<file path="src/rtl/fetch_aligner.sv">
// -----------------------------------------------------------------------------
// fetch_aligner
//
// Front-end block between the instruction memory read port and the
// compressed-instruction expander. Fetches word-aligned 32-bit words, splits
// them into halfwords, rejoins 32-bit instructions that straddle a word
// boundary and presents one instruction per valid/ready handshake.
//
// Ports:
//   clk            core clock, all state on the rising edge
//   reset          asynchronous, active-high reset
//   fetch_en       read request to instruction memory this cycle
//   fetch_addr     word-aligned read address
//   fetch_rdata    read data, valid the cycle after fetch_en
//   redirect_valid single-cycle branch/jump/trap redirect
//   redirect_pc    redirect target (halfword aligned)
//   out_valid      instruction available
//   out_ready      consumer accepts
//   out_instr      instruction; compressed ones sit in [15:0], [31:16]=0
//   out_is_c       1 = 16-bit instruction
//   out_pc         address of out_instr
// -----------------------------------------------------------------------------
module fetch_aligner #(
    parameter logic [31:0] RESET_PC   = 32'h0000_0000,
    parameter int          FIFO_DEPTH = 2
) (
    input  logic        clk,
    input  logic        reset,
    output logic        fetch_en,
    output logic [31:0] fetch_addr,
    input  logic [31:0] fetch_rdata,
    input  logic        redirect_valid,
    input  logic [31:0] redirect_pc,
    output logic        out_valid,
    input  logic        out_ready,
    output logic [31:0] out_instr,
    output logic        out_is_c,
    output logic [31:0] out_pc
);

    localparam int PTR_W = (FIFO_DEPTH > 1) ? $clog2(FIFO_DEPTH) : 1;
    localparam int CNT_W = $clog2(FIFO_DEPTH + 1);
    localparam logic [PTR_W-1:0] LAST_PTR = PTR_W'(FIFO_DEPTH - 1);
    localparam logic [CNT_W-1:0] FULL_CNT = CNT_W'(FIFO_DEPTH);

    // One buffered fetch word; off=1 means only the upper halfword is live
    // (the word was fetched for an odd-halfword redirect target).
    typedef struct packed {
        logic [31:0] data;
        logic [31:0] pc;
        logic        off;
    } entry_t;

    entry_t            fifo_mem [FIFO_DEPTH];
    logic [PTR_W-1:0]  rd_ptr;
    logic [PTR_W-1:0]  wr_ptr;
    logic [CNT_W-1:0]  count;
    logic              fifo_empty;
    entry_t            head;

    logic              inflight;
    logic [31:0]       req_pc;
    logic              first_off;

    // Halfword buffer: a leftover upper half waiting to be emitted or joined.
    logic              hb_valid;
    logic [15:0]       hb_data;
    logic [31:0]       hb_pc;

    logic              sel_valid;
    logic [31:0]       sel_instr;
    logic              sel_is_c;
    logic [31:0]       sel_pc;
    logic              sel_pop;
    logic              sel_load_hb;
    logic              sel_clear_hb;
    logic              sel_silent;

    logic              advance;
    logic              push;
    logic              pop;
    logic [CNT_W:0]    occ_after;

    // Bit 0 of a halfword-aligned target is always zero and carries no state.
    logic              unused_redirect_bit;
    assign unused_redirect_bit = redirect_pc[0];

    function automatic logic is_c(input logic [1:0] low_bits);
        return low_bits != 2'b11;
    endfunction

    function automatic logic [PTR_W-1:0] ptr_next(input logic [PTR_W-1:0] p);
        return (p == LAST_PTR) ? '0 : p + PTR_W'(1);
    endfunction

    assign fifo_empty = (count == '0);
    assign head       = fifo_mem[rd_ptr];

    // NOTE: every output of this block gets a default first so that no path
    // leaves a signal unassigned and a latch is inferred.
    always_comb begin
        sel_valid    = 1'b0;
        sel_instr    = '0;
        sel_is_c     = 1'b0;
        sel_pc       = '0;
        sel_pop      = 1'b0;
        sel_load_hb  = 1'b0;
        sel_clear_hb = 1'b0;
        sel_silent   = 1'b0;
        if (hb_valid) begin
            if (is_c(hb_data[1:0])) begin
                sel_valid    = 1'b1;
                sel_instr    = {16'h0000, hb_data};
                sel_is_c     = 1'b1;
                sel_pc       = hb_pc;
                sel_clear_hb = 1'b1;
            end else if (!fifo_empty) begin
                // Straddling instruction: low half in hb, high half at head.
                sel_valid   = 1'b1;
                sel_instr   = {head.data[15:0], hb_data};
                sel_pc      = hb_pc;
                sel_pop     = 1'b1;
                sel_load_hb = 1'b1;
            end
        end else if (!fifo_empty) begin
            if (!head.off) begin
                if (is_c(head.data[1:0])) begin
                    sel_valid   = 1'b1;
                    sel_instr   = {16'h0000, head.data[15:0]};
                    sel_is_c    = 1'b1;
                    sel_pc      = head.pc;
                    sel_pop     = 1'b1;
                    sel_load_hb = 1'b1;
                end else begin
                    sel_valid = 1'b1;
                    sel_instr = head.data;
                    sel_pc    = head.pc;
                    sel_pop   = 1'b1;
                end
            end else if (is_c(head.data[17:16])) begin
                sel_valid = 1'b1;
                sel_instr = {16'h0000, head.data[31:16]};
                sel_is_c  = 1'b1;
                sel_pc    = head.pc + 32'd2;
                sel_pop   = 1'b1;
            end else begin
                // Upper half starts a 32-bit instruction: park it in hb
                // without producing an output.
                sel_pop     = 1'b1;
                sel_load_hb = 1'b1;
                sel_silent  = 1'b1;
            end
        end
    end

    assign out_valid = sel_valid && !redirect_valid;
    assign out_instr = sel_instr;
    assign out_is_c  = sel_is_c;
    assign out_pc    = sel_pc;

    assign advance = (out_valid && out_ready) || (sel_silent && !redirect_valid);
    assign pop     = advance && sel_pop;
    // A response arriving in a redirect cycle is the killed one: drop it.
    assign push    = inflight && !redirect_valid;

    // Room check counts the word already in flight so the FIFO cannot overflow.
    assign occ_after = (CNT_W + 1)'(count) + (CNT_W + 1)'(inflight) - (CNT_W + 1)'(pop);
    assign fetch_en  = !reset && !redirect_valid &&
                       (occ_after < (CNT_W + 1)'(FIFO_DEPTH));

    // NOTE: sequential state uses non-blocking assignments so every register
    // samples the pre-edge values regardless of statement order.
    always_ff @(posedge clk or posedge reset) begin
        if (reset) begin
            fetch_addr <= {RESET_PC[31:2], 2'b00};
            inflight   <= 1'b0;
            req_pc     <= '0;
            first_off  <= RESET_PC[1];
            rd_ptr     <= '0;
            wr_ptr     <= '0;
            count      <= '0;
            hb_valid   <= 1'b0;
            hb_data    <= '0;
            hb_pc      <= '0;
        end else if (redirect_valid) begin
            fetch_addr <= {redirect_pc[31:2], 2'b00};
            inflight   <= 1'b0;
            first_off  <= redirect_pc[1];
            rd_ptr     <= '0;
            wr_ptr     <= '0;
            count      <= '0;
            hb_valid   <= 1'b0;
        end else begin
            inflight <= fetch_en;
            if (fetch_en) begin
                req_pc     <= fetch_addr;
                fetch_addr <= fetch_addr + 32'd4;
            end
            if (push) begin
                wr_ptr    <= ptr_next(wr_ptr);
                first_off <= 1'b0;
            end
            if (pop) begin
                rd_ptr <= ptr_next(rd_ptr);
            end
            if (push && !pop) begin
                count <= count + CNT_W'(1);
            end else if (pop && !push) begin
                count <= count - CNT_W'(1);
            end
            if (advance) begin
                if (sel_load_hb) begin
                    hb_valid <= 1'b1;
                    hb_data  <= head.data[31:16];
                    hb_pc    <= head.pc + 32'd2;
                end else if (sel_clear_hb) begin
                    hb_valid <= 1'b0;
                end
            end
        end
    end

    // NOTE: the word storage has no reset; count/pointers decide which
    // entries are live, so stale contents are never observed.
    always_ff @(posedge clk) begin
        if (push) begin
            fifo_mem[wr_ptr] <= '{data: fetch_rdata, pc: req_pc, off: first_off};
        end
    end

    always_ff @(posedge clk) begin
        if (!reset) begin
            assert (!(push && !pop && count == FULL_CNT));
        end
    end

endmodule

</file>
<file path="config.mk">
export PLATFORM = sky130hd
export DESIGN_NAME = fetch_aligner
export DESIGN_NICKNAME = d
export VERILOG_FILES = /design/src/rtl/fetch_aligner.sv
export SDC_FILE = /design/constraint.sdc
export NUM_CORES = 1
export LEC_CHECK = 0
export ABC_AREA = 1
export BUFFER_PORTS_ARGS = -buffer_cell sky130_fd_sc_hd__clkbuf_2
export CORE_UTILIZATION = 45
export DETAILED_ROUTE_END_ITERATION = 6
export GPL_ROUTABILITY_DRIVEN = 0
export PLACE_DENSITY = 0.74
export SLEW_MARGIN = 5
export SYNTH_ARGS = -nofsm -noshare
export SYNTH_HDL_FRONTEND = slang
export SYNTH_SLANG_ARGS = --single-unit
</file>
<file path="constraint.sdc">
create_clock -name clk -period 11.5 [get_ports clk]
set_input_delay 2.3 -clock clk [delete_from_list [all_inputs] [get_ports clk]]
set_output_delay 2.3 -clock clk [all_outputs]
set_load 0.01 [all_outputs]
</file>
==> results of run 1 <==
==> critical path, stage by stage <==
cell,delay (ns)
sky130_fd_sc_hd__clkbuf_2,0.47
sky130_fd_sc_hd__a21oi_1,0.34
sky130_fd_sc_hd__nand3_1,0.13
sky130_fd_sc_hd__nand2_2,0.12
sky130_fd_sc_hd__nand2_1,0.11
sky130_fd_sc_hd__inv_1,0.07
sky130_fd_sc_hd__ha_1,0.21
sky130_fd_sc_hd__inv_1,0.05
sky130_fd_sc_hd__nand2_1,0.06
sky130_fd_sc_hd__fa_1,0.44
sky130_fd_sc_hd__nand2_1,0.08
sky130_fd_sc_hd__nor2_1,0.06
sky130_fd_sc_hd__nand2_2,0.10
sky130_fd_sc_hd__buf_4,0.48
sky130_fd_sc_hd__inv_1,0.08
sky130_fd_sc_hd__clkbuf_2,0.14
==> sequential cells by signal, indices dropped and copies added (netlist names) <==
signal,flops
fetch_addr,30
inflight,1
first_off,1
count,2
hb_pc,31
hb_data,16
wr_ptr,1
req_pc,30
fifo_mem,126
hb_valid,1
rd_ptr,1
==> cells in the final DEF, fill, tap and decap left out, types with 8 or more instances in the layout <==
cell type	n
sky130_fd_sc_hd__inv_1	49
sky130_fd_sc_hd__clkbuf_2	162
sky130_fd_sc_hd__o31ai_1	31
sky130_fd_sc_hd__edfxtp_1	126
sky130_fd_sc_hd__clkbuf_16	25
sky130_fd_sc_hd__dfrtp_1	113
sky130_fd_sc_hd__nand3_1	28
sky130_fd_sc_hd__nand2_1	340
sky130_fd_sc_hd__mux2i_1	44
sky130_fd_sc_hd__nor3_1	9
sky130_fd_sc_hd__nand2_2	9
sky130_fd_sc_hd__o22ai_1	16
sky130_fd_sc_hd__xor2_1	20
sky130_fd_sc_hd__o21ai_0	34
sky130_fd_sc_hd__o211ai_1	8
sky130_fd_sc_hd__o21ai_1	33
sky130_fd_sc_hd__nor2_1	29
sky130_fd_sc_hd__a21oi_1	9
sky130_fd_sc_hd__o221ai_1	22
==> Yosys cell counts (all sizes together), types with 3 or more instances <==
master	count	area, um^2
nand2	351	1350
clkbuf	27	101
nand3	28	140
dfrtp	114	2850
o21ai	70	362
nand4	7	43.8
a21oi	9	45.0
mux2i	44	440
inv	56	210
or2	3	18.8
o211ai	8	60.1
o22ai	16	100
o31ai	31	233
edfxtp	126	3780
o221ai	22	193
nor3	10	55.1
nor2	36	150
xor2	20	175
buf	24	141
==> kinds of logic (layout without fill, tap and decap cells) <==
group,count (synthesis),in the layout
AO/OA/AOI/OAI,160,160
other,1,3
AND/OR/NAND/NOR,436,436
buffers and inverters,109,273
adder cells (fa/ha/maj),3,3
multiplexers,44,44
XOR/XNOR,22,22
flip-flops,240,240
==> worst min-delay path by stage <==
stage	cells past startpoint	slack, ns	endpoint
global route	0	0.49	fifo_mem[0][26]
global placement	2	0.44	hb_pc[1]
finish	2	0.45	hb_pc[1]
detailed placement	2	0.44	hb_pc[1]
floorplan	2	0.42	hb_pc[1]
CTS	2	0.46	hb_pc[1]
==> where the power goes <==
group          internal, mW  total [mW]  switching, mW
Clock                 0.539       0.877          0.338
Sequential             1.13        1.28          0.145
Combinational         0.283       0.818          0.535
Total                  1.95        2.97           1.02
==> area by class of cell <==
class                      count  area, um^2
clock buffer                  25         626
multi-input combinational    668        3500
tap                          313         392
fill                        2019       10300
inverter                      58         220
sequential                   240        6640
clock inverter                21         287
timing repair buffer         169         863
==> layer usage <==
metal | track usage [%] | vias up
li1 | - | 3793
met1 | 27.1 | 3654
met2 | 35.7 | 326
met3 | 3.68 | 50
met4 | 6.44 | 0
met5 | 0 | -
==> stage by stage <==
stage	hold slack, ns	util, %
floorplan	0.422	-
global placement	0.437	50.8
detailed placement	0.442	50.8
CTS	0.457	54.8
global route	0.492	54.8
finish	0.452	54.8
==> flow_results.xml, run 1 <==
<?xml version="1.0" encoding="UTF-8"?>
<metrics>
  <group name="synthesis">
    <metric name="post_synth_inst_count" unit="">1015</metric>
    <metric name="post_synth_and_or_nand_nor_area_fraction" unit="%">16.7</metric>
    <metric name="synth_top_family_by_area" unit="">simple AND/OR/NAND/NOR gates</metric>
    <metric name="ys_ff_latch" unit="">240</metric>
    <metric name="asyncSetResetFlopFracSynth" unit="%">47.5</metric>
    <metric name="yosysSeqAreaShare" unit="%">62.8</metric>
    <metric name="synth-compound-area-share" unit="%">9.72</metric>
    <metric name="synth_top_flop_cell" unit="">sky130_fd_sc_hd__edfxtp_1</metric>
    <metric name="synthXorXnorAreaFrac" unit="%">1.82</metric>
    <metric name="synth-edff-count" unit="">126</metric>
    <metric name="synth_area" unit="um^2">10600</metric>
    <metric name="synth_area_per_cell" unit="um^2">10.4</metric>
    <metric name="synth_cell_types" unit="">40</metric>
    <metric name="synth_fa_ha_area_share" unit="%">0.426</metric>
    <metric name="yosys-mux-area-fraction" unit="%">4.17</metric>
    <metric name="synth.yosys.warnings" unit="">0</metric>
  </group>
  <group name="timing">
    <metric name="max_freq" unit="MHz">132</metric>
    <metric name="slew_headroom" unit="%">32.6</metric>
    <metric name="clock_skew" unit="ns">0.0197</metric>
    <metric name="setup_viol_count_final" unit="">0</metric>
    <metric name="timing_worst_slew_pin_value" unit="ns">1.01</metric>
    <metric name="final_worst_path_period_need" unit="ns">7.58</metric>
    <metric name="min_period_over_period" unit="%">65.9</metric>
    <metric name="finalHoldViolations" unit="">0</metric>
    <metric name="grt_setup_unrepaired" unit="">no</metric>
    <metric name="final_max_slew_viol_count" unit="">0</metric>
    <metric name="setup_slack" unit="ns">3.92</metric>
    <metric name="fin_setup_tns" unit="ns">0</metric>
  </group>
  <group name="critical_path">
    <metric name="cp_data_required_time" unit="ns">9.20</metric>
    <metric name="regToRegStartpoint" unit="">count[1]</metric>
    <metric name="startpoint" unit="">redirect_valid</metric>
    <metric name="arrival_time_worst_endpoint" unit="ns">5.28</metric>
    <metric name="worst_r2r_path_depth" unit="">20</metric>
    <metric name="setup_slack_reg_to_reg" unit="ns">6.32</metric>
    <metric name="endpoint" unit="">fetch_en</metric>
    <metric name="worstSetupPathType" unit="">input pin to output pin</metric>
    <metric name="crit-reg2reg-capture" unit="">fetch_addr[18]</metric>
    <metric name="critical_path.endpoint_type" unit="">output pin</metric>
    <metric name="worstSetupStartpointType" unit="">input pin</metric>
    <metric name="cp_max_fo" unit="">63</metric>
  </group>
  <group name="place">
    <metric name="place.detailed.hpwl" unit="um">16400</metric>
    <metric name="dp.cells" unit="">1448</metric>
    <metric name="placement.io_buffers" unit="">162</metric>
    <metric name="place_ws" unit="ns">3.93</metric>
    <metric name="placed_area" unit="um^2">11600</metric>
  </group>
  <group name="global_route">
    <metric name="grt_first_pass_wirelength" unit="um">39200</metric>
    <metric name="via_count_of_the_first_global_routing_pass" unit="">7315</metric>
    <metric name="grt_max_degree" unit="">82</metric>
    <metric name="number_of_antenna_violations_at_the_first_check_in_global_routing" unit="">0</metric>
    <metric name="globalRouteTotalUtil" unit="%">20.9</metric>
    <metric name="globalRouteOverflowTotal" unit="">0</metric>
  </group>
  <group name="route">
    <metric name="route.top_layer_used" unit="">met4</metric>
    <metric name="routed_via_density" unit="">5.24</metric>
    <metric name="wl_met3" unit="um">1820</metric>
    <metric name="detailed_routed_wire_length_on_met2" unit="um">11900</metric>
    <metric name="drt_drc_violations_left" unit="">0</metric>
    <metric name="wl_per_cell" unit="um">16.6</metric>
    <metric name="wirelength" unit="um">24900</metric>
    <metric name="wirelength_met1" unit="um">10400</metric>
    <metric name="first_iter_violations" unit="">591</metric>
    <metric name="number_of_antenna_violating_nets_in_the_routed_design" unit="">0</metric>
    <metric name="drt-pass1-iter-count" unit="">6</metric>
    <metric name="via_count" unit="">7823</metric>
  </group>
  <group name="clock_network">
    <metric name="cell_chosen_for_the_clock_root" unit="">sky130_fd_sc_hd__clkbuf_16</metric>
    <metric name="cts_max_path_buffers" unit="">3</metric>
    <metric name="cts_sinks" unit="">240</metric>
    <metric name="post_cts.repair.setup_buffers" unit="">0</metric>
    <metric name="clk_pin_slew" unit="ns">0.06</metric>
    <metric name="ctsHoldBuffers" unit="">0</metric>
    <metric name="cts_resized" unit="">0</metric>
    <metric name="clkLatencyLatePin" unit="ns">0.53</metric>
    <metric name="cts_tree" unit="">done</metric>
    <metric name="cts_made_buffers" unit="">25</metric>
    <metric name="cts_htree_levels" unit="">1</metric>
  </group>
  <group name="cells_and_area">
    <metric name="finish.cell_count_without_fillers" unit="">1494</metric>
    <metric name="final_nets" unit="">1233</metric>
    <metric name="layout-area-overhead-vs-synth" unit="%">18.5</metric>
    <metric name="drive_above_1_share" unit="%">20.7</metric>
    <metric name="final_design_area_no_fill" unit="um^2">12500</metric>
    <metric name="diodes" unit="">0</metric>
  </group>
  <group name="run_status">
    <metric name="outcome" unit="">finished clean</metric>
  </group>
  <group name="pwr">
    <metric name="cellPowerDensity" unit="nW/um^2">237</metric>
    <metric name="irDropWorstVdd" unit="V">0.000138</metric>
    <metric name="report.power.total" unit="mW">2.97</metric>
    <metric name="leakagePower" unit="nW">5.36</metric>
  </group>
  <group name="worst_hold_path">
    <metric name="hold_path_class" unit="">flop to flop</metric>
    <metric name="worstHoldStart" unit="">hb_pc[1]</metric>
  </group>
  <group name="floorplanning">
    <metric name="die-area" unit="um^2">24100</metric>
    <metric name="floorplan.die.height" unit="um">155</metric>
    <metric name="dieWidth" unit="um">155</metric>
    <metric name="core_region_area" unit="um^2">22800</metric>
    <metric name="start_util" unit="%">46.3</metric>
    <metric name="pin_count" unit="">167</metric>
    <metric name="std_cell_rows" unit="">55</metric>
  </group>
  <group name="run">
    <metric name="drv_cap" unit="">0</metric>
  </group>
</metrics>
Note: power is estimated with default switching activity, not from simulation.
==> run 2, diff against run 1 <==
clock period = 7.65 ns   (was 11.5 ns; I/O delays follow)
==> run 2 against run 1 <==
Clock power is 46% higher; routed wire length increased by 0.68%; register-to-register slack got worse by 3.9 ns; combinational power increased by 49%; critical path type is now flop to output pin; core utilization down 0.16 points; global-route usage rose by 0.33 points; die area is the same.
==> flow_results.xml, run 2 (synthesized netlist as in run 1, its figures left out) <==
<?xml version="1.0" encoding="UTF-8"?>
<metrics>
  <group name="cells_and_area">
    <metric name="layout-area-overhead-vs-synth" unit="%">18.1</metric>
    <metric name="fillerInstances" unit="">2010</metric>
    <metric name="leading_cell_type_in_the_layout_fill_and_taps_excluded" unit="">sky130_fd_sc_hd__nand2_1</metric>
    <metric name="multi_input_area" unit="um^2">3500</metric>
    <metric name="final_nets" unit="">1232</metric>
    <metric name="commonest_cells_after_routing_fill_and_taps_aside" unit="">340 x sky130_fd_sc_hd__nand2_1, 162 x sky130_fd_sc_hd__clkbuf_2, 126 x sky130_fd_sc_hd__edfxtp_1</metric>
    <metric name="max_flop_register" unit="">fifo_mem</metric>
    <metric name="largest_register_ff_count" unit="">126</metric>
    <metric name="final-seq-area" unit="um^2">6640</metric>
    <metric name="drive_above_1_share" unit="%">20.4</metric>
    <metric name="final_design_area_no_fill" unit="um^2">12500</metric>
    <metric name="biggestRegsByFlops" unit="">fifo_mem x126, hb_pc x31</metric>
  </group>
  <group name="critical_path">
    <metric name="endpoint" unit="">fetch_en</metric>
    <metric name="critical_path.endpoint_type" unit="">output pin</metric>
    <metric name="timing.critical_path.depth" unit="">17</metric>
    <metric name="critPathMaxStageDelay" unit="ns">0.55</metric>
    <metric name="cp_max_fo" unit="">34</metric>
    <metric name="worstSetupPathType" unit="">flop to output pin</metric>
    <metric name="critPathTopFamily" unit="">simple AND/OR/NAND/NOR gates</metric>
    <metric name="startpoint" unit="">count[1]</metric>
    <metric name="regToRegStartpoint" unit="">count[1]</metric>
    <metric name="timing.critical_path.slowest_stage_cell" unit="">sky130_fd_sc_hd__nand2_2</metric>
    <metric name="cp_cell_sequence" unit="">nor2_1 -&gt; inv_1 -&gt; nand2_2 -&gt; inv_2 -&gt; nand3_1 -&gt; nand2_2 -&gt; nand2_1 -&gt; inv_1 -&gt; ha_1 -&gt; inv_1 -&gt; nand2_1 -&gt; fa_1 -&gt; nand2_1 -&gt; nor2_1 -&gt; nand2_2 -&gt; inv_1 -&gt; clkbuf_2</metric>
    <metric name="cp_data_required_time" unit="ns">6.12</metric>
    <metric name="crit-reg2reg-capture" unit="">fetch_addr[15]</metric>
    <metric name="arrival_time_worst_endpoint" unit="ns">4.17</metric>
    <metric name="worstSetupStartpointType" unit="">flop</metric>
    <metric name="worst_r2r_path_depth" unit="">20</metric>
    <metric name="critPathMostFrequentCell" unit="">sky130_fd_sc_hd__inv_1</metric>
    <metric name="setup_slack_reg_to_reg" unit="ns">2.41</metric>
    <metric name="critPathBufInv" unit="">6</metric>
  </group>
  <group name="pwr">
    <metric name="seq_power_share" unit="%">43.6</metric>
    <metric name="p_comb_share" unit="%">27.5</metric>
    <metric name="leakagePower" unit="nW">5.34</metric>
    <metric name="power.internal" unit="mW">2.90</metric>
    <metric name="irDropWorstVdd" unit="V">0.000172</metric>
    <metric name="power.net_switching" unit="mW">1.52</metric>
    <metric name="p_clk_share" unit="%">28.8</metric>
    <metric name="power_switching_share" unit="%">34.3</metric>
    <metric name="cellPowerDensity" unit="nW/um^2">354</metric>
  </group>
  <group name="route">
    <metric name="number_of_antenna_violating_nets_in_the_routed_design" unit="">0</metric>
    <metric name="routed_via_density" unit="">5.28</metric>
    <metric name="drt-pass1-iter-count" unit="">5</metric>
    <metric name="wl_per_cell" unit="um">16.8</metric>
    <metric name="drt_drc_violations_left" unit="">0</metric>
    <metric name="first_iter_violations" unit="">531</metric>
    <metric name="via_count" unit="">7887</metric>
    <metric name="wirelength" unit="um">25000</metric>
  </group>
  <group name="clock_network">
    <metric name="cts_max_path_buffers" unit="">3</metric>
    <metric name="cell_chosen_for_the_clock_root" unit="">sky130_fd_sc_hd__clkbuf_16</metric>
    <metric name="cts_made_buffers" unit="">24</metric>
    <metric name="ctsHoldBuffers" unit="">0</metric>
    <metric name="cts_htree_levels" unit="">1</metric>
    <metric name="post_cts.repair.setup_buffers" unit="">0</metric>
    <metric name="clk_pin_slew" unit="ns">0.06</metric>
    <metric name="cts_tree" unit="">done</metric>
    <metric name="clkLatencyLatePin" unit="ns">0.52</metric>
    <metric name="cts_resized" unit="">0</metric>
    <metric name="cts_sinks" unit="">240</metric>
  </group>
  <group name="worst_hold_path">
    <metric name="hold_path_class" unit="">flop to flop</metric>
  </group>
  <group name="floorplanning">
    <metric name="pin_count" unit="">167</metric>
    <metric name="core_region_area" unit="um^2">22800</metric>
    <metric name="dieWidth" unit="um">155</metric>
    <metric name="start_util" unit="%">46.3</metric>
    <metric name="die-area" unit="um^2">24100</metric>
    <metric name="floorplan.die.height" unit="um">155</metric>
    <metric name="std_cell_rows" unit="">55</metric>
  </group>
  <group name="global_route">
    <metric name="via_count_of_the_first_global_routing_pass" unit="">7585</metric>
    <metric name="number_of_antenna_violations_at_the_first_check_in_global_routing" unit="">1</metric>
    <metric name="globalRouteTotalUtil" unit="%">21.2</metric>
    <metric name="globalRouteOverflowTotal" unit="">0</metric>
    <metric name="grt_max_degree" unit="">82</metric>
    <metric name="grt_first_pass_wirelength" unit="um">40000</metric>
  </group>
  <group name="place">
    <metric name="place.detailed.hpwl" unit="um">16600</metric>
    <metric name="placed_area" unit="um^2">11600</metric>
    <metric name="placement.io_buffers" unit="">162</metric>
  </group>
  <group name="timing">
    <metric name="min_period_over_period" unit="%">74.5</metric>
    <metric name="timing_worst_slew_pin_value" unit="ns">0.991</metric>
    <metric name="final_max_slew_viol_count" unit="">0</metric>
    <metric name="clock_skew" unit="ns">0.0121</metric>
    <metric name="setup_viol_count_final" unit="">0</metric>
    <metric name="slew_headroom" unit="%">33.7</metric>
    <metric name="grt_setup_unrepaired" unit="">no</metric>
    <metric name="final.hold.worst_slack" unit="ns">0.458</metric>
    <metric name="fin_setup_tns" unit="ns">0</metric>
    <metric name="finalHoldViolations" unit="">0</metric>
    <metric name="final_worst_path_period_need" unit="ns">5.70</metric>
    <metric name="max_freq" unit="MHz">175</metric>
  </group>
  <group name="run_status">
    <metric name="outcome" unit="">finished clean</metric>
  </group>
  <group name="run">
    <metric name="drv_cap" unit="">0</metric>
  </group>
</metrics>
## run 2: worst reg2reg max path, delay by kind of cell (launching register included)
| kind | cells | cell delay, ns |
|---|---|---|
| DFF | 1 | 0.45 |
| and+or+nand+nor | 11 | 2.31 |
| buffers and inverters | 6 | 1.62 |
| adders and majority gates | 2 | 0.69 |
| AOI/OAI and AO/OA | 1 | 0.11 |
## run 2: power by group through the flow
stage,clock (mW),sequential (mW),combinational [mW]
3_5_place_dp,0,1.95,1.22
5_1_grt,1.35,1.97,1.36
2_1_floorplan,0,1.90,0.809
3_3_place_gp,0,1.93,1.19
6_report,1.28,1.93,1.22
4_1_cts,1.30,1.92,1.23
## run 2: area by class of cell
type	instances	area share (%)
Sequential cell	240	53.1
Multi-Input combinational cell	668	28.0
Timing Repair Buffer	169	6.91
Clock buffer	27	5.14
Tap cell	313	3.14
Clock inverter	17	1.84
Inverter	58	1.76
Antenna cell	1	0.0200
## run 2: worst min path at each step
| stage | slack (ns) | endpoint | from | cells past startpoint |
|---|---|---|---|---|
| 6_report | 0.46 | hb_pc[1] | hb_pc[1] | 2 |
| 5_1_grt | 0.48 | hb_pc[1] | hb_pc[1] | 2 |
| 4_1_cts | 0.46 | hb_pc[1] | hb_pc[1] | 2 |
| 3_5_place_dp | 0.44 | hb_pc[1] | hb_pc[1] | 2 |
| 3_3_place_gp | 0.43 | hb_pc[1] | hb_pc[1] | 2 |
| 2_1_floorplan | 0.42 | hb_pc[1] | hb_pc[1] | 2 |
## run 2: through the flow
stage / setup WS, ns / cells / power, mW / utilization (%)
5_1_grt: 1.65 / 1492 / 4.68 / 54.7
3_5_place_dp: 1.99 / 1448 / 3.16 / 50.8
2_1_floorplan: 1.48 / 1017 / 2.71 / -
4_1_cts: 1.92 / 1492 / 4.45 / 54.7
6_report: 1.95 / 1493 / 4.42 / 54.7
3_3_place_gp: 2.07 / 1448 / 3.12 / 50.8
## run 2: metal layers
| layer | up-vias | track usage (%) | wire [um] |
|---|---|---|---|
| met3 | 48 | 3.84 | 1780 |
| met5 | - | 0 | 0 |
| li1 | 3789 | - | - |
| met2 | 305 | 35.9 | 12100 |
| met1 | 3745 | 27.9 | 10500 |
| met4 | 0 | 6.21 | 724 |
==> run 3, diff against run 2 <==
ABC_AREA = 0   (was 1)
PLACE_DENSITY = 0.76   (was 0.74)
clock period = 4.67 ns   (was 7.65 ns; I/O delays follow)
==> run 3 against run 2 <==
Core utilization up 0.45 points; clock skew barely moved; first-iteration DRC count increased by 5.1%; area after synthesis fell by 0.36%; clock power increased by 63%; flip-flop and latch count unchanged.
==> flow_results.xml, run 3 <==
<?xml version="1.0" encoding="UTF-8"?>
<metrics>
  <group name="worst_hold_path">
    <metric name="worstHoldStart" unit="">req_pc[3]</metric>
    <metric name="hold_path_class" unit="">flop to flop</metric>
    <metric name="hold_end" unit="">fifo_mem[0][4]</metric>
    <metric name="min_delay_path_depth" unit="">0</metric>
  </group>
  <group name="route">
    <metric name="drt_drc_violations_left" unit="">0</metric>
    <metric name="detailed_routed_wire_length_on_met2" unit="um">11800</metric>
    <metric name="first_iter_violations" unit="">558</metric>
    <metric name="via_count" unit="">7438</metric>
    <metric name="number_of_antenna_violating_nets_in_the_routed_design" unit="">0</metric>
    <metric name="drt-pass1-iter-count" unit="">7</metric>
    <metric name="routed_via_density" unit="">5.42</metric>
    <metric name="wirelength_met1" unit="um">10300</metric>
    <metric name="wl_met3" unit="um">1710</metric>
    <metric name="wl_per_cell" unit="um">17.7</metric>
    <metric name="route.top_layer_used" unit="">met4</metric>
    <metric name="wirelength" unit="um">24300</metric>
  </group>
  <group name="critical_path">
    <metric name="arrival_time_worst_endpoint" unit="ns">3.36</metric>
    <metric name="worstSetupStartpointType" unit="">flop</metric>
    <metric name="cp_max_fo" unit="">9</metric>
    <metric name="crit-reg2reg-capture" unit="">fetch_addr[25]</metric>
    <metric name="critPathMaxStageDelay" unit="ns">0.49</metric>
    <metric name="cp_data_required_time" unit="ns">3.74</metric>
    <metric name="setup_slack_reg_to_reg" unit="ns">0.59</metric>
    <metric name="critPathBufInv" unit="">3</metric>
    <metric name="timing.critical_path.slowest_stage_cell" unit="">sky130_fd_sc_hd__dfrtp_1</metric>
    <metric name="critPathTopFamily" unit="">simple AND/OR/NAND/NOR gates</metric>
    <metric name="cp_cell_sequence" unit="">nor2_1 -&gt; nor2_1 -&gt; o211ai_1 -&gt; inv_1 -&gt; ha_1 -&gt; nand2b_1 -&gt; fa_1 -&gt; xnor2_1 -&gt; nand3_2 -&gt; inv_1 -&gt; clkbuf_2</metric>
    <metric name="worst_r2r_path_depth" unit="">14</metric>
    <metric name="critical_path.endpoint_type" unit="">output pin</metric>
    <metric name="regToRegStartpoint" unit="">count[1]</metric>
    <metric name="worstSetupPathType" unit="">flop to output pin</metric>
  </group>
  <group name="cells_and_area">
    <metric name="final_design_area_no_fill" unit="um^2">12600</metric>
    <metric name="final_core_util" unit="%">55.1</metric>
    <metric name="layout-area-overhead-vs-synth" unit="%">19.2</metric>
    <metric name="max_flop_register" unit="">fifo_mem</metric>
    <metric name="final_nets" unit="">1112</metric>
    <metric name="commonest_cells_after_routing_fill_and_taps_aside" unit="">175 x sky130_fd_sc_hd__nand2_1, 162 x sky130_fd_sc_hd__clkbuf_2, 126 x sky130_fd_sc_hd__edfxtp_1</metric>
    <metric name="multi_input_area" unit="um^2">3510</metric>
    <metric name="drive_above_1_share" unit="%">22.1</metric>
    <metric name="biggestRegsByFlops" unit="">fifo_mem x126, hb_pc x31</metric>
    <metric name="leading_cell_type_in_the_layout_fill_and_taps_excluded" unit="">sky130_fd_sc_hd__nand2_1</metric>
    <metric name="final-seq-area" unit="um^2">6640</metric>
    <metric name="fillerInstances" unit="">1888</metric>
    <metric name="largest_register_ff_count" unit="">126</metric>
  </group>
  <group name="run">
    <metric name="drv_cap" unit="">0</metric>
  </group>
  <group name="timing">
    <metric name="fin_setup_tns" unit="ns">0</metric>
    <metric name="final_max_slew_viol_count" unit="">0</metric>
    <metric name="finalHoldViolations" unit="">0</metric>
    <metric name="slew_headroom" unit="%">30.3</metric>
    <metric name="setup_viol_count_final" unit="">0</metric>
    <metric name="min_period_over_period" unit="%">91.9</metric>
    <metric name="grt_setup_unrepaired" unit="">no</metric>
    <metric name="clock_skew" unit="ns">0.0125</metric>
    <metric name="timing_worst_slew_pin_value" unit="ns">1.05</metric>
    <metric name="max_freq" unit="MHz">233</metric>
    <metric name="final_worst_path_period_need" unit="ns">4.29</metric>
  </group>
  <group name="clock_network">
    <metric name="cts_tree" unit="">done</metric>
    <metric name="clkLatencyLatePin" unit="ns">0.52</metric>
    <metric name="post_cts.repair.setup_buffers" unit="">0</metric>
    <metric name="cell_chosen_for_the_clock_root" unit="">sky130_fd_sc_hd__clkbuf_16</metric>
    <metric name="cts_sinks" unit="">240</metric>
    <metric name="cts_htree_levels" unit="">1</metric>
    <metric name="ctsHoldBuffers" unit="">0</metric>
    <metric name="cts_max_path_buffers" unit="">3</metric>
    <metric name="cts_resized" unit="">0</metric>
    <metric name="cts_made_buffers" unit="">26</metric>
    <metric name="clk_pin_slew" unit="ns">0.06</metric>
  </group>
  <group name="floorplanning">
    <metric name="start_util" unit="%">46.3</metric>
    <metric name="core_region_area" unit="um^2">22800</metric>
    <metric name="std_cell_rows" unit="">55</metric>
    <metric name="dieWidth" unit="um">155</metric>
    <metric name="floorplan.die.height" unit="um">155</metric>
    <metric name="pin_count" unit="">167</metric>
    <metric name="die-area" unit="um^2">24000</metric>
  </group>
  <group name="global_route">
    <metric name="globalRouteOverflowTotal" unit="">0</metric>
    <metric name="globalRouteTotalUtil" unit="%">20.4</metric>
    <metric name="via_count_of_the_first_global_routing_pass" unit="">7270</metric>
    <metric name="grt_max_degree" unit="">82</metric>
    <metric name="grt_first_pass_wirelength" unit="um">38600</metric>
    <metric name="number_of_antenna_violations_at_the_first_check_in_global_routing" unit="">1</metric>
  </group>
  <group name="place">
    <metric name="placed_area" unit="um^2">11700</metric>
    <metric name="place.detailed.hpwl" unit="um">15400</metric>
    <metric name="placement.io_buffers" unit="">162</metric>
  </group>
  <group name="synthesis">
    <metric name="ys_ff_latch" unit="">240</metric>
    <metric name="synth.yosys.warnings" unit="">0</metric>
    <metric name="synth-edff-count" unit="">126</metric>
    <metric name="post_synth_inst_count" unit="">890</metric>
    <metric name="synth_cell_types" unit="">58</metric>
    <metric name="synth_area_leader_cell" unit="">sky130_fd_sc_hd__edfxtp_1</metric>
    <metric name="asyncSetResetFlopFracSynth" unit="%">47.5</metric>
    <metric name="synth.top_cells.by_count" unit="">175 x sky130_fd_sc_hd__nand2_1, 126 x sky130_fd_sc_hd__edfxtp_1, 114 x sky130_fd_sc_hd__dfrtp_1, 108 x sky130_fd_sc_hd__mux2i_1</metric>
    <metric name="yosysSeqAreaShare" unit="%">63.0</metric>
    <metric name="synth_area_per_cell" unit="um^2">11.8</metric>
    <metric name="synth_area_leaders" unit="">sky130_fd_sc_hd__edfxtp_1 36%, sky130_fd_sc_hd__dfrtp_1 27%, sky130_fd_sc_hd__mux2i_1 10%</metric>
    <metric name="netlist.area_leader.share" unit="%">35.9</metric>
    <metric name="synthMostInstantiatedCell" unit="">sky130_fd_sc_hd__nand2_1</metric>
    <metric name="synth_area" unit="um^2">10500</metric>
    <metric name="synth_top_flop_cell" unit="">sky130_fd_sc_hd__edfxtp_1</metric>
  </group>
  <group name="pwr">
    <metric name="leakagePower" unit="nW">5.51</metric>
    <metric name="irDropWorstVdd" unit="V">0.000257</metric>
    <metric name="cellPowerDensity" unit="nW/um^2">504</metric>
  </group>
  <group name="run_status">
    <metric name="outcome" unit="">finished clean</metric>
  </group>
</metrics>
## run 3: cell count changes after synthesis, moves of 9 or more
cell | before | now
sky130_fd_sc_hd__xor2_1 | 20 | 1
sky130_fd_sc_hd__o31ai_1 | 31 | 1
sky130_fd_sc_hd__nand2b_1 | 0 | 10
sky130_fd_sc_hd__o21ai_1 | 33 | 0
sky130_fd_sc_hd__nand3_1 | 28 | 13
sky130_fd_sc_hd__nor2_1 | 32 | 23
sky130_fd_sc_hd__o21ai_0 | 34 | 52
sky130_fd_sc_hd__mux2i_1 | 44 | 108
sky130_fd_sc_hd__o311ai_0 | 0 | 9
sky130_fd_sc_hd__nand2_1 | 341 | 175
## run 3: report_power, final
group	switching (mW)	internal [mW]	total (mW)
Sequential	0.319	2.71	3.03
Combinational	0.741	0.470	1.21
Clock	0.809	1.28	2.09
Total	1.87	4.46	6.33
## run 3: worst max-delay path by stage
stage | to | start | depth (start not counted)
5_1_grt | fetch_en | count[1] | 11
3_5_place_dp | fetch_addr[23] | out_ready | 12
6_report | fetch_en | count[1] | 11
4_1_cts | fetch_en | count[1] | 11
3_3_place_gp | fetch_addr[23] | out_ready | 13
2_1_floorplan | fifo_mem[1][0] | redirect_valid | 4
## run 3: stage by stage
step | instances | power (mW) | hold WS [ns] | setup slack, ns
2_1_floorplan | 892 | 3.77 | 0.435 | 0.163
3_3_place_gp | 1326 | 4.20 | 0.449 | 0.428
3_5_place_dp | 1326 | 4.27 | 0.454 | 0.381
4_1_cts | 1371 | 6.38 | 0.466 | 0.331
5_1_grt | 1371 | 6.64 | 0.473 | 0.0583
6_report | 1372 | 6.33 | 0.466 | 0.380
## run 3: per-layer routing
layer	up-vias	GRT usage, %
met5	-	0
met4	0	5.99
met3	42	3.34
met2	286	34.3
met1	3589	27.1
li1	3521	-
## run 3: cell families after synthesis
group | synth area share (%)
and+or+nand+nor | 12.3
DFF | 63.0
AOI/OAI and AO/OA | 9.17
muxes | 10.5
buffers and inverters | 4.14
xor gates and xnor gates | 0.499
adders and majority gates | 0.428
other | 0.0356
## run 3: final cells by class
cell class / instances / share of cell area (%)
Tap cell: 313 / 3.12
Timing Repair Buffer: 176 / 7.49
Clock inverter: 13 / 1.35
Clock buffer: 32 / 5.61
Inverter: 52 / 1.57
Multi-Input combinational cell: 545 / 27.9
Sequential cell: 240 / 52.9
Antenna cell: 1 / 0.0199
